**src/rtl/rx_ctrl_pkg.sv**
```systemverilog
// rtl/rx_ctrl_pkg.sv - shared types and helpers for the receive frame controller
package rx_ctrl_pkg;

   typedef enum logic [2:0] {
      HUNT    = 3'd0,
      LEN     = 3'd1,
      PAYLOAD = 3'd2,
      CHK     = 3'd3,
      STATUS  = 3'd4
   } state_t;

   typedef enum logic [1:0] {
      ERR_NONE    = 2'd0,
      ERR_CSUM    = 2'd1,
      ERR_TIMEOUT = 2'd2,
      ERR_LEN     = 2'd3
   } err_t;

   // Byte idx of the sync word, idx 0 being the first byte on the wire (MSB).
   function automatic logic [7:0] sync_byte(input logic [31:0] word, input logic [1:0] idx);
      logic [7:0] b;
      case (idx)
         2'd0:    b = word[31:24];
         2'd1:    b = word[23:16];
         2'd2:    b = word[15:8];
         default: b = word[7:0];
      endcase
      return b;
   endfunction

endpackage

```
**src/rtl/rx_sync_hunter.sv**
```systemverilog
// rtl/rx_sync_hunter.sv - sync word tracker with single-byte overlap recovery
module rx_sync_hunter
   import rx_ctrl_pkg::*;
#(
   parameter logic [31:0] SYNC_WORD = 32'habcdefab
) (
   input  logic       clk,
   input  logic       rst_n,
   input  logic [7:0] data,
   input  logic       strobe,
   input  logic       clear,
   output logic       sync_found
);

   logic [1:0] idx;
   logic [1:0] idx_next;

   // Next sync index; a mismatching byte that is itself the first sync byte restarts at index 1.
   always_comb begin
      idx_next   = idx;
      sync_found = 1'b0;
      if (clear) begin
         idx_next = 2'd0;
      end else if (strobe) begin
         if (data == sync_byte(SYNC_WORD, idx)) begin
            if (idx == 2'd3) begin
               idx_next   = 2'd0;
               sync_found = 1'b1;
            end else begin
               idx_next = idx + 2'd1;
            end
         end else if (data == sync_byte(SYNC_WORD, 2'd0)) begin
            idx_next = 2'd1;
         end else begin
            idx_next = 2'd0;
         end
      end
   end

   // Sync index register.
   always_ff @(posedge clk or negedge rst_n) begin
      if (!rst_n) begin
         idx <= 2'd0;
      end else begin
         idx <= idx_next;
      end
   end

endmodule

```
**src/rtl/rx_frame_ctrl.sv**
```systemverilog
// rtl/rx_frame_ctrl.sv - frame controller: sync hunt, length, payload stream, checksum, status
module rx_frame_ctrl
   import rx_ctrl_pkg::*;
#(
   parameter logic [31:0] SYNC_WORD = 32'habcdefab,
   parameter int          MAX_WORDS = 255,
   parameter int          TIMEOUT   = 16
) (
   input  logic       clk,
   input  logic       rst_n,
   input  logic       en,
   input  logic [7:0] in_data,
   input  logic       in_valid,
   output logic       in_ready,
   output logic [7:0] pay_data,
   output logic       pay_valid,
   output logic       stat_valid,
   input  logic       stat_ready,
   output logic [7:0] frame_len,
   output logic [1:0] err_code,
   output logic       busy
);

   localparam int IW = $clog2(TIMEOUT + 1);

   state_t        state, state_next;
   err_t          err_q, err_next;
   logic [7:0]    len_q, len_next;
   logic [7:0]    acc, acc_next;
   logic [9:0]    cnt, cnt_next;
   logic [9:0]    target;
   logic [IW-1:0] idle, idle_next;
   logic [7:0]    pay_data_next;
   logic          pay_valid_next;
   logic          accept;
   logic          sync_found;
   logic          hunt_strobe;
   logic          hunt_clear;

   // While disabled the source is drained; otherwise only a pending status stalls it.
   assign in_ready    = !en || (state != STATUS);
   assign accept      = in_valid && in_ready;
   assign stat_valid  = (state == STATUS);
   assign busy        = (state != HUNT);
   assign frame_len   = len_q;
   assign err_code    = err_q;
   assign target      = {len_q, 2'b00};

   assign hunt_strobe = accept && en && (state == HUNT);
   assign hunt_clear  = !en || (state != HUNT);

   rx_sync_hunter #(
      .SYNC_WORD (SYNC_WORD)
   ) u_hunter (
      .clk        (clk),
      .rst_n      (rst_n),
      .data       (in_data),
      .strobe     (hunt_strobe),
      .clear      (hunt_clear),
      .sync_found (sync_found)
   );

   // Next-state and datapath: en low dominates, an accepted byte beats the idle timeout.
   always_comb begin
      state_next     = state;
      err_next       = err_q;
      len_next       = len_q;
      acc_next       = acc;
      cnt_next       = cnt;
      idle_next      = idle;
      pay_data_next  = pay_data;
      pay_valid_next = 1'b0;

      if (!en) begin
         state_next = HUNT;
         acc_next   = 8'd0;
         cnt_next   = 10'd0;
         idle_next  = '0;
      end else begin
         case (state)
            HUNT: begin
               if (sync_found) begin
                  state_next = LEN;
                  idle_next  = '0;
               end
            end

            LEN, PAYLOAD, CHK: begin
               if (accept) begin
                  idle_next = '0;
                  if (state == LEN) begin
                     len_next = in_data;
                     acc_next = in_data;
                     cnt_next = 10'd0;
                     if ((in_data == 8'd0) || (32'(in_data) > MAX_WORDS)) begin
                        state_next = STATUS;
                        err_next   = ERR_LEN;
                     end else begin
                        state_next = PAYLOAD;
                     end
                  end else if (state == PAYLOAD) begin
                     acc_next       = acc ^ in_data;
                     cnt_next       = cnt + 10'd1;
                     pay_data_next  = in_data;
                     pay_valid_next = 1'b1;
                     if (cnt == target - 10'd1) begin
                        state_next = CHK;
                     end
                  end else begin
                     err_next   = (in_data == acc) ? ERR_NONE : ERR_CSUM;
                     state_next = STATUS;
                  end
               end else if (idle == IW'(TIMEOUT - 1)) begin
                  state_next = STATUS;
                  err_next   = ERR_TIMEOUT;
               end else begin
                  idle_next = idle + 1'b1;
               end
            end

            STATUS: begin
               if (stat_ready) begin
                  state_next = HUNT;
                  acc_next   = 8'd0;
                  cnt_next   = 10'd0;
                  idle_next  = '0;
               end
            end

            default: begin
               state_next = HUNT;
            end
         endcase
      end
   end

   // State, counters, checksum and registered payload output.
   always_ff @(posedge clk or negedge rst_n) begin
      if (!rst_n) begin
         state     <= HUNT;
         err_q     <= ERR_NONE;
         len_q     <= 8'd0;
         acc       <= 8'd0;
         cnt       <= 10'd0;
         idle      <= '0;
         pay_data  <= 8'd0;
         pay_valid <= 1'b0;
      end else begin
         state     <= state_next;
         err_q     <= err_next;
         len_q     <= len_next;
         acc       <= acc_next;
         cnt       <= cnt_next;
         idle      <= idle_next;
         pay_data  <= pay_data_next;
         pay_valid <= pay_valid_next;
      end
   end

endmodule

```
**config.mk**
```make
export PLATFORM = sky130hd
export DESIGN_NAME = rx_frame_ctrl
export DESIGN_NICKNAME = d
export VERILOG_FILES = /design/src/rtl/rx_ctrl_pkg.sv /design/src/rtl/rx_sync_hunter.sv /design/src/rtl/rx_frame_ctrl.sv
export SDC_FILE = /design/constraint.sdc
export NUM_CORES = 1
export LEC_CHECK = 0
export BUFFER_PORTS_ARGS = -buffer_cell sky130_fd_sc_hd__buf_2
export CAP_MARGIN = 40
export CORE_ASPECT_RATIO = 1.4
export CORE_MARGIN = 2
export CORE_UTILIZATION = 30
export DETAILED_ROUTE_END_ITERATION = 10
export SYNTH_ARGS = -nofsm -noshare
export SYNTH_HDL_FRONTEND = slang
export SYNTH_SLANG_ARGS = --single-unit
export TNS_END_PERCENT = 100
```
**constraint.sdc**
```tcl
create_clock -name clk -period 4.9 [get_ports clk]
set_clock_uncertainty 0.2 [all_clocks]
set_input_delay 0.245 -clock clk [delete_from_list [all_inputs] [get_ports clk]]
set_output_delay 0.245 -clock clk [all_outputs]
set_load 0.02 [all_outputs]
```
### Word-level counts from Yosys, hierarchy flattened

Cells that the tools add are included.

* bits in registers: 47
* latch bits: 0
* memory bits (writable): 0
* ROM bits: 0
* output and inout port bits: 22
* logic and storage cells: 108
* memories kept: 0

* $add $sub $neg: 4
* multiply operators: 0
* div/mod/pow operators: 0
* order comparisons: 0
* eq/ne operators: 24
* shift-type cells: 0
* muxes and demuxes: 51
* bitwise logic cells: 2
* reductions and logical operators: 18

Operator list (count)
* $mux 8: 7
* $mux 10: 5
* $mux 3: 9
* $mux 5: 5
* $pmux 10 s2: 1
* $mux 2: 9
* $eq 8x8->1: 2
* $pmux 8 s2: 1
* $reduce_and 4->1: 4
* $pmux 5 s3: 1
* $pmux 7 s2: 1
* $ne 3x3->1 const B: 4
* $ne 4x4->1 const B: 3
* $mux 1: 11
* $add 10x1->10 const B: 1
* $eq 10x10->1: 1
* $reduce_and 5->1: 2
* $sub 10x1->10 const B: 1
* $pmux 3 s3: 1
* $eq 8x8->1 const B: 1
* $logic_not 8->1: 1
* $xor 8x8->8: 1
* $eq 3x2->1 const B: 2
* $ne 3x2->1 const B: 2
* other kinds (18): 23

### Longest topological paths before layout

Gate-level depths: netlist (run 1).

* depth after elaboration: 14
* depth in mapped cells: 10

### Hierarchy

From an unflattened synthesis (run 1), not the netlist that was laid out.

* cells, all modules: 284
* area, all modules: 2827.7 µm²

By module, submodules not included
* rx_frame_ctrl: instances 1, cells each 262, area an instance 2636.3 µm², seq. area each 1126.1 µm²
* rx_sync_hunter: instances 1, cells each 22, area an instance 191.4 µm², seq. area each 50.0 µm²

### Worst setup path before layout (run 1)

OpenSTA, ideal clock, no wires.

* path kind: register to register
* from: register u_hunter.idx[0]
* to: register state[1]
* setup time: 125 ps
* arrival: 1894 ps
* data required time: 4575 ps
* setup slack: 2681 ps
* cell stages (with the launch flop): 9
* cell sequence: dfrtp_1 > ha_1 > and3b_4 > o22ai_2 > nor3_1 > or2_4 > o2111ai_2 > nand2_2 > mux2_4

* cells in the longest elaborated chain, start to end: 10

RTL lines
* from (decl): RTL line rx_sync_hunter.sv:15 `logic [1:0] idx;`
* from (signal assigned): RTL line rx_sync_hunter.sv:45 `idx <= idx_next;`
* $eq 2x2->1 or $eq 2x1->1 (tied branches): RTL line rx_ctrl_pkg.sv:22 `case (idx)`
* $pmux 7 s2: RTL line rx_ctrl_pkg.sv:22
* $mux 8: RTL line rx_sync_hunter.sv:24 `end else if (strobe) begin`
* $mux 8: RTL line rx_sync_hunter.sv:22 `if (clear) begin`
* $eq 8x8->1: RTL line rx_sync_hunter.sv:25 `if (data == sync_byte(SYNC_WORD, idx)) begin`
* $mux 1 (*): RTL line rx_sync_hunter.sv:25
* $mux 1 (*): RTL line rx_sync_hunter.sv:24
* $mux 1 (*): RTL line rx_sync_hunter.sv:22
* $ne 3x3->1 (no line) (*)
* $reduce_and 4->1 (no line) (*)
* to (signal assigned): RTL line rx_frame_ctrl.sv:149 `state <= state_next;`
* to (decl): RTL line rx_frame_ctrl.sv:26 `state_t state, state_next;`

Mark *: on every way between the ends. The rest lies on a longest branch, timed or not. The select of a mux whose other input is x is not followed.
A chain may end at the register's enable or synchronous reset.

### Final worst setup path (run 1)

* from: register state[0]
* to: register state[1]

* cells in the longest elaborated chain, start to end: 9

RTL lines
* $ne 3x3->1: RTL line rx_frame_ctrl.sv:41 `assign in_ready = !en || (state != STATUS);`
* $logic_or 1x1->1: RTL line rx_frame_ctrl.sv:41
* $logic_and 1x1->1: RTL line rx_frame_ctrl.sv:42 `assign accept = in_valid && in_ready;`
* $logic_and 1x1->1 (2 in series): RTL line rx_frame_ctrl.sv:49 `assign hunt_strobe = accept && en && (state == HUNT);`
* $mux 1: RTL line rx_sync_hunter.sv:24
* $mux 1: RTL line rx_sync_hunter.sv:22
* $ne 3x3->1 (no line)
* $reduce_and 4->1 (no line)

Parallel ways exist; a longest one is shown, timed or not.

==> impl_metrics.py, run 1 <==
metrics = {
    "outcome": {
        "status": "finished clean",
    },
    "sta": {
        "slew_violations": 0,
        "hold_viol": 0,
        "setup_tns_ps": 0,
        "rsz0062_at_grt": "no",
        "fin_crit_ps": 2500,
        "min_period_over_period": 0.509,
        "worst_pin_slew_ps": 651,
        "timing.final.ws_setup_ps": 2410,
        "setup_viol_count_final": 0,
        "max_slew_margin": 0.563,
        "max_freq_ghz": 0.401,
        "whs_ps": 36.7,
    },
    "clock_network": {
        "cts_setup_buffers": 0,
        "cts.repair.resized": 0,
        "clock_latency_ps": 300,
        "cts_made_buffers": 5,
        "postCtsHoldBufs": 1,
        "htree_levels": 2,
        "clk_pin_slew_ps": 60,
        "cts_buffer_depth": 2,
        "cts_sinks": 47,
        "tritoncts": "built",
        "cts_root_buf": "clkbuf_16",
    },
    "logic_synthesis": {
        "synth-simple-area-share": 0.258,
        "synth_edf_count": 0,
        "synth-compound-area-share": 0.121,
        "synthXorXnorAreaFrac": 0.0868,
        "synth_nets": 316,
        "ys_seq_area_frac": 0.416,
        "synth_top_area_share": 0.416,
        "synth_ff_type": "dfrtp_1",
        "syn_inst": 297,
        "synth_area_per_cell_um2": 9.51,
        "synth_cell_types": 56,
        "synth_common_cells": "54 x nand2_1, 47 x dfrtp_1, 21 x nor2_1, 21 x xor2_1, 12 x nand4_1",
        "synth-seq-cells": 47,
        "yosysTopAreaCell": "dfrtp_1",
        "ys_top_cells_by_area": "dfrtp_1 42%, nand2_1 7.2%, xor2_1 6.5%",
        "yosys_warnings": 0,
        "synth_most_common_cell": "nand2_1",
        "synth_top_family_by_area": "simple AND/OR/NAND/NOR gates",
        "syn_area_mm2": 0.00283,
        "synthArstFlopShare": 1.00,
        "muxShareOfSynthArea": 0.0372,
        "synthAdderAreaFrac": 0.0266,
    },
    "worst_setup_path": {
        "end_kind": "register",
        "path_cells": "nor2b_1, nand3_1, inv_1, nor2_1, nand2_1, nand2_2, mux2_4",
        "critical_path_class": "register to register",
        "cp_slowest_cell": "dfrtp_1",
        "r2r-start": "state[0]$_DFFE_PN0P_",
        "crit_fanout": 12,
        "critPathRequiredTime_ps": 4880,
        "cp_data_arrival_time_ps": 2470,
        "start_kind": "register",
        "cp-startpoint": "state[0]$_DFFE_PN0P_",
        "cpPeakStageDelay_ps": 500,
        "ff2ff_setup_slack_ps": 2410,
    },
    "die": {
        "design.core.area_mm2": 0.00908,
        "die_w_um": 86.0,
        "placementRows": 41,
        "io_pins": 35,
        "dieArea_mm2": 0.0102,
        "initial_core_util": 0.311,
        "dieHeight_um": 119,
    },
    "pwr": {
        "powerDensity_mw_per_mm2": 504,
        "ir_worst_vdd_mv": 0.238,
        "leakagePower_nw": 1.46,
    },
    "place": {
        "place_hpwl_um": 5130,
        "gp_congestion": 0.821,
        "placed_area_mm2": 0.00302,
        "place_ws_ps": 2400,
        "io_buffers": 34,
    },
    "hold_path": {
        "min-delay-start": "stat_ready",
        "holdCritPathClass": "input pin to register",
    },
    "run": {
        "maxCapViolations": 0,
    },
    "global_route": {
        "grt_pass1_vias": 2288,
        "antenna_found_initial": 0,
        "grt.total_usage": 0.140,
        "grt_overflow": 0,
        "grt_pass1_wl_um": 11400,
        "grt_max_degree": 36,
    },
    "finish": {
        "drive_gt1_frac": 0.202,
        "multi_input_area_mm2": 0.00150,
        "fill_cells": 935,
        "seqCellArea_mm2": 0.00118,
        "area.growth.synth_to_final_pct": 12.5,
        "design_area_mm2": 0.00318,
        "layout.nets": 344,
        "n_antenna_cell": 0,
        "fin_util": 0.350,
    },
    "routing": {
        "antenna_left": 0,
        "vias": 2261,
        "wl_um": 6840,
        "avgRoutedWirePerCell_um": 15.8,
        "first_iter_violations": 129,
        "first_pass_iters": 4,
        "via_per_inst": 5.22,
        "drc": 0,
    },
}
[metrics by stage]
| stage | power, mW | std cells |
|---|---|---|
| 2_1_floorplan | 1.08 | 297 |
| 3_3_place_gp | 1.25 | 423 |
| 4_1_cts | 1.61 | 433 |
| 5_1_grt | 1.70 | 433 |
| 6_report | 1.60 | 433 |
| 3_5_place_dp | 1.27 | 424 |
[worst paths after layout]
path,endpoint,depth (start not counted)
max,state[1]$_DFFE_PN0P_,7
min,state[2]$_DFFE_PN0P_,2
max reg2reg,state[1]$_DFFE_PN0P_,7
min reg2reg,err_code[1]$_DFFE_PN0P_,1
max in group asynchronous,idle[3]$_DFFE_PN0P_,3
min in group asynchronous,frame_len[1]$_DFFE_PN0P_,2
[cell usage in the layout (no fill, tap or decap), types with 6 or more instances in the layout]
cell,instances
and3_1,6
buf_2,34
dfrtp_1,47
ha_1,6
inv_1,7
mux2_2,8
nand2_1,54
nand3_1,8
nand4_1,12
nor2_1,21
nor2b_1,6
o21ai_0,6
o21ai_1,10
o311ai_0,6
xnor2_1,7
xor2_1,21
[sequential cells by signal, indices dropped and copies added, names as in the netlist]
name	flops
cnt	10
acc	8
frame_len	8
pay_data	8
idle	5
state	3
err_code	2
u_hunter.idx	2
pay_valid	1
[layout make-up]
type                            instances  share of cell area
Tap cell                              107              0.0421
Multi-Input combinational cell        228               0.471
Clock inverter                          3             0.00630
Timing Repair Buffer                   36              0.0630
Inverter                                7             0.00827
Clock buffer                            5              0.0394
Sequential cell                        47               0.370
[cell families after synthesis]
logic type	count (synthesis)
and+or+nand+nor	138
AOI/OAI and AO/OA	47
DFF	47
xor gates and xnor gates	28
buffers and inverters	22
muxes	9
adders and majority gates	6
[report_power, final]
part,switching [mW],internal [mW],leakage (nW)
Sequential,0.131,0.493,0.626
Combinational,0.389,0.246,0.764
Clock,0.154,0.188,0.0658
Total,0.673,0.927,1.46
[routing by layer]
metal	vias up	wire, um	part of all wire	GRT usage
met2	56	3460	0.50	0.238
met4	0	194	0.028	0.0605
met3	18	203	0.030	0.0229
met5	-	0	0	0
met1	1090	2990	0.44	0.173
li1	1097	-	-	-
[critical path: cells and delay by family (launching register included)]
family / cells / cell delay (ps)
AND/OR/NAND/NOR: 5 / 920
flip-flops: 1 / 500
buffers and inverters: 1 / 450
multiplexers: 1 / 290
Power figures use the tool's default switching activity.
==> run 2, diff against run 1 <==
- clock period: 4.9 -> 2.58 ns (I/O delays scaled with it)
==> run 2 against run 1 <==
  * Cell area up 4.0%
  * Critical endpoint unchanged
  * Largest power group unchanged
  * Sequential share of layout area down 1.4 points
  * Worst setup slack worse by 2200 ps
==> impl_metrics.py, run 2 (synthesis gave the netlist of run 1 again) <==
metrics = {
    "outcome": {
        "status": "finished clean",
    },
    "die": {
        "io_pins": 35,
        "initial_core_util": 0.311,
        "dieArea_mm2": 0.0102,
        "placementRows": 41,
        "die_w_um": 86.0,
        "dieHeight_um": 119,
        "design.core.area_mm2": 0.00908,
    },
    "place": {
        "placed_area_mm2": 0.00304,
        "gp_congestion": 0.770,
        "place_hpwl_um": 5100,
        "dp_cells": 428,
        "place_ws_ps": 222,
        "io_buffers": 34,
    },
    "worst_setup_path": {
        "ff2ff_setup_slack_ps": 200,
        "cp-startpoint": "u_hunter.idx[0]$_DFFE_PN0P_",
        "cp_slowest_cell": "dfrtp_1",
        "path_cells": "ha_1, and3b_4, o22ai_2, nor3_1, or2_4, o2111ai_2, nand2_2, mux2_4",
        "path_delay_family": "simple AND/OR/NAND/NOR gates",
        "critPathRequiredTime_ps": 2570,
        "rr_endpoint": "state[1]$_DFFE_PN0P_",
        "start_kind": "register",
        "critical_path_class": "register to register",
        "cpPeakStageDelay_ps": 420,
        "end_kind": "register",
        "cp_data_arrival_time_ps": 2360,
        "reg2reg_depth": 8,
        "crit_buf_inv": 0,
        "crit_fanout": 4,
        "r2r-start": "u_hunter.idx[0]$_DFFE_PN0P_",
    },
    "routing": {
        "via_per_inst": 5.30,
        "avgRoutedWirePerCell_um": 15.5,
        "drc": 0,
        "antenna_left": 0,
        "first_pass_iters": 4,
        "wl_um": 6950,
        "vias": 2368,
        "first_iter_violations": 99,
    },
    "hold_path": {
        "worstHoldEndpoint": "state[0]$_DFFE_PN0P_",
        "min-delay-start": "en",
        "holdPathStages": 3,
        "holdCritPathClass": "input pin to register",
    },
    "finish": {
        "largest_register_ffs": 10,
        "layout.nets": 358,
        "seqCellArea_mm2": 0.00118,
        "design_area_mm2": 0.00330,
        "area.growth.synth_to_final_pct": 17.0,
        "top_register": "cnt",
        "final_cells": 447,
        "multi_input_area_mm2": 0.00150,
        "drive_gt1_frac": 0.206,
        "final_cell_mix": "54 x nand2_1, 47 x dfrtp_1, 34 x buf_2, 21 x nor2_1, 21 x xor2_1",
        "n_antenna_cell": 0,
        "layout_commonest_cell": "nand2_1",
        "fill_cells": 931,
    },
    "clock_network": {
        "clock_latency_ps": 300,
        "htree_levels": 2,
        "cts_buffer_depth": 2,
        "cts_root_buf": "clkbuf_16",
        "cts_sinks": 47,
        "cts.repair.resized": 0,
        "postCtsHoldBufs": 11,
        "cts_setup_buffers": 0,
        "clk_pin_slew_ps": 70,
        "cts_made_buffers": 5,
        "tritoncts": "built",
    },
    "sta": {
        "fin_crit_ps": 2380,
        "setup_viol_count_final": 0,
        "hold_viol": 0,
        "timing.final.ws_setup_ps": 203,
        "slew_violations": 0,
        "max_slew_margin": 0.614,
        "min_period_over_period": 0.921,
        "max_freq_ghz": 0.421,
        "whs_ps": 20.9,
        "rsz0062_at_grt": "no",
        "worst_pin_slew_ps": 576,
        "setup_tns_ps": 0,
    },
    "global_route": {
        "grt_pass1_wl_um": 11700,
        "grt.total_usage": 0.144,
        "grt_max_degree": 27,
        "grt_overflow": 0,
        "grt_pass1_vias": 2347,
        "antenna_found_initial": 0,
    },
    "pwr": {
        "ir_worst_vdd_mv": 0.337,
        "leakagePower_nw": 1.52,
        "powerDensity_mw_per_mm2": 936,
    },
    "run": {
        "maxCapViolations": 0,
    },
}
run 2: area by class of cell:
cell class	count	share of cell area
multi-input cells	228	0.453
inverters	7	0.00795
clock inverters	3	0.00871
clock buffers	5	0.0379
well taps	107	0.0405
flip-flops and latches	47	0.356
repair buffers	50	0.0962
run 2: metrics by stage:
stage / power [mW] / util
after floorplan: 2.05 / -
after global placement: 2.37 / 0.335
after detailed placement: 2.41 / 0.335
after CTS: 3.13 / 0.364
after global routing: 3.30 / 0.364
final: 3.09 / 0.364
run 2: worst max-delay path by stage:
stage | cells past startpoint | endpoint | slack (ps)
2_1_floorplan | 8 | state[1]$_DFFE_PN0P_ | 360
5_1_grt | 8 | state[1]$_DFFE_PN0P_ | 110
3_5_place_dp | 8 | state[1]$_DFFE_PN0P_ | 220
4_1_cts | 8 | state[1]$_DFFE_PN0P_ | 210
6_report | 8 | state[1]$_DFFE_PN0P_ | 200
3_3_place_gp | 8 | state[1]$_DFFE_PN0P_ | 280
run 2: where the power goes:
part | switching, mW | total, mW | internal [mW]
Sequential | 0.249 | 1.18 | 0.936
Combinational | 0.730 | 1.21 | 0.485
Clock | 0.319 | 0.693 | 0.374
Total | 1.30 | 3.09 | 1.79
run 2: metal layers:
layer | track usage | part of all wire
met4 | 0.0645 | 0.022
met1 | 0.175 | 0.42
met5 | 0 | 0
met2 | 0.246 | 0.52
met3 | 0.0236 | 0.036
run 2: tightest hold or removal path: stages:
cell	delay, ps
buf_2	170
nand2_1	110
a32oi_1	60
==> run 3, diff against run 2 <==
- CORE_MARGIN: 2 -> 1
- CORE_UTILIZATION: 30 -> 45
- CTS_CLUSTER_SIZE: not set -> 10
==> run 3 against run 2 <==
  * First-iteration DRC count is 20% higher
  * Global-route usage is 8.3 points higher
  * Via count is 2.9% lower
  * Sequential cell count stayed put
  * Register-to-register slack better by 20 ps
  * Critical endpoint unchanged
  * Largest power group unchanged
==> impl_metrics.py, run 3 (synthesis gave the netlist of run 1 again) <==
metrics = {
    "outcome": {
        "status": "finished clean",
    },
    "routing": {
        "first_pass_iters": 4,
        "wl_um": 6640,
        "vias": 2300,
        "first_iter_violations": 119,
        "via_per_inst": 5.58,
        "drc": 0,
        "antenna_left": 0,
        "avgRoutedWirePerCell_um": 16.1,
    },
    "place": {
        "place_ws_ps": 252,
        "dp_cells": 392,
        "io_buffers": 34,
        "gp_congestion": 0.807,
        "place_hpwl_um": 4770,
    },
    "finish": {
        "largest_register_ffs": 10,
        "final_cell_mix": "54 x nand2_1, 47 x dfrtp_1, 34 x buf_2, 21 x nor2_1, 21 x xor2_1",
        "layout_commonest_cell": "nand2_1",
        "final_cells": 412,
        "fin_util": 0.540,
        "area.growth.synth_to_final_pct": 13.7,
        "n_antenna_cell": 0,
        "top_register": "cnt",
        "drive_gt1_frac": 0.208,
        "layout.nets": 360,
    },
    "sta": {
        "setup_tns_ps": 0,
        "setup_viol_count_final": 0,
        "timing.final.ws_setup_ps": 226,
        "slew_violations": 0,
        "hold_viol": 0,
        "rsz0062_at_grt": "no",
        "max_freq_ghz": 0.425,
        "fin_crit_ps": 2350,
        "max_slew_margin": 0.623,
        "min_period_over_period": 0.913,
        "worst_pin_slew_ps": 562,
    },
    "pwr": {
        "p_sw_mw": 1.24,
        "pwr-share-seq": 0.414,
        "leakagePower_nw": 1.50,
        "powerDensity_mw_per_mm2": 889,
        "ir_worst_vdd_mv": 0.640,
        "comb_power_share": 0.423,
        "p_sw_frac": 0.434,
        "power_mw": 2.86,
        "pwr-share-clk": 0.163,
        "p_int_mw": 1.62,
    },
    "hold_path": {
        "holdCritPathClass": "input pin to register",
        "holdPathStages": 3,
        "min-delay-start": "en",
    },
    "clock_network": {
        "clk_pin_slew_ps": 100,
        "tritoncts": "built",
        "htree_levels": 2,
        "cts_sinks": 47,
        "clock_latency_ps": 300,
        "cts_root_buf": "clkbuf_8",
        "cts_made_buffers": 5,
        "cts_buffer_depth": 2,
    },
    "run": {
        "maxCapViolations": 0,
    },
    "global_route": {
        "grtUsageMet1": 0.286,
        "grt_pass1_vias": 2303,
        "grt_busiest_layer": "met2",
        "grt_util_met3": 0.0367,
        "antenna_found_initial": 0,
        "grt_use_met2": 0.385,
        "grt_pass1_wl_um": 11100,
        "grt.total_usage": 0.227,
        "grt_max_degree": 28,
        "grt_overflow": 0,
    },
    "worst_setup_path": {
        "r2r-start": "u_hunter.idx[0]$_DFFE_PN0P_",
        "reg2reg_depth": 8,
        "crit_fanout": 4,
        "end_kind": "register",
        "critical_path_class": "register to register",
        "start_kind": "register",
        "critPathRequiredTime_ps": 2570,
        "cp-startpoint": "u_hunter.idx[0]$_DFFE_PN0P_",
        "cp_data_arrival_time_ps": 2340,
    },
    "die": {
        "die_w_um": 69.0,
        "dieHeight_um": 95.8,
        "design.core.area_mm2": 0.00595,
        "placementRows": 33,
        "io_pins": 35,
        "dieArea_mm2": 0.00660,
        "initial_core_util": 0.475,
    },
}
run 3: cell types whose count changed in the layout (fill, tap and decap cells not counted):
cell	before	now
clkbuf_8	0	5
clkbuf_16	5	0
dlygate4sd3_1	11	12
clkinv_2	0	1
inv_8	1	0
buf_4	5	6
run 3: worst paths after layout:
kind	slack, ps	endpoint
max	230	state[1]$_DFFE_PN0P_
max reg2reg	230	state[1]$_DFFE_PN0P_
min reg2reg	280	pay_data[4]$_DFFE_PN0P_
max in group asynchronous	1500	frame_len[1]$_DFFE_PN0P_
min	20	state[0]$_DFFE_PN0P_
min in group asynchronous	140	cnt[4]$_DFFE_PN0P_
run 3: stage by stage:
| stage | cell area [um^2] | hold WS (ps) |
|---|---|---|
| 3_3_place_gp | 3000 | -257 |
| 4_1_cts | 3210 | 19.5 |
| 3_5_place_dp | 3000 | -258 |
| 6_report | 3210 | 15.1 |
| 5_1_grt | 3210 | 40.5 |
| 2_1_floorplan | 2830 | -367 |
run 3: layout make-up:
| cell class | count | area (um^2) |
|---|---|---|
| Clock inverter | 3 | 22.5 |
| Multi-Input combinational cell | 228 | 1500 |
| Sequential cell | 47 | 1180 |
| Timing Repair Buffer | 52 | 335 |
| Tap cell | 70 | 87.6 |
| Inverter | 7 | 26.3 |
| Fill cell | 573 | 2730 |
| Clock buffer | 5 | 68.8 |
run 3: power groups by stage:
stage / combinational, mW / sequential, mW / clock, mW
final: 1.21 / 1.18 / 0.467
after global routing: 1.34 / 1.22 / 0.506
after CTS: 1.22 / 1.18 / 0.479
after detailed placement: 1.20 / 1.19 / 0
after global placement: 1.18 / 1.19 / 0
after floorplan: 0.767 / 1.29 / 0
run 3: per-layer routing:
metal / wire (um) / part of all wire / vias to the layer above
li1: - / - / 1136
met1: 2990 / 0.45 / 1106
met2: 3360 / 0.51 / 48
met3: 191 / 0.029 / 10
met4: 96 / 0.014 / 0
met5: 0 / 0 / -
run 3: what timing repair did:
item,CTS,global route
hold endpoints to repair,59,0
hold buffers,12,0
setup endpoints to repair,0,0
gates resized for setup,0,0
buffers inserted,0,0
run 3: worst max-delay path, cell delays in order (launching register included):
cell	delay, ps
dfrtp_1	420
ha_1	340
and3b_4	300
o22ai_2	110
nor3_1	200
or2_4	170
o2111ai_2	120
nand2_2	90
mux2_4	290
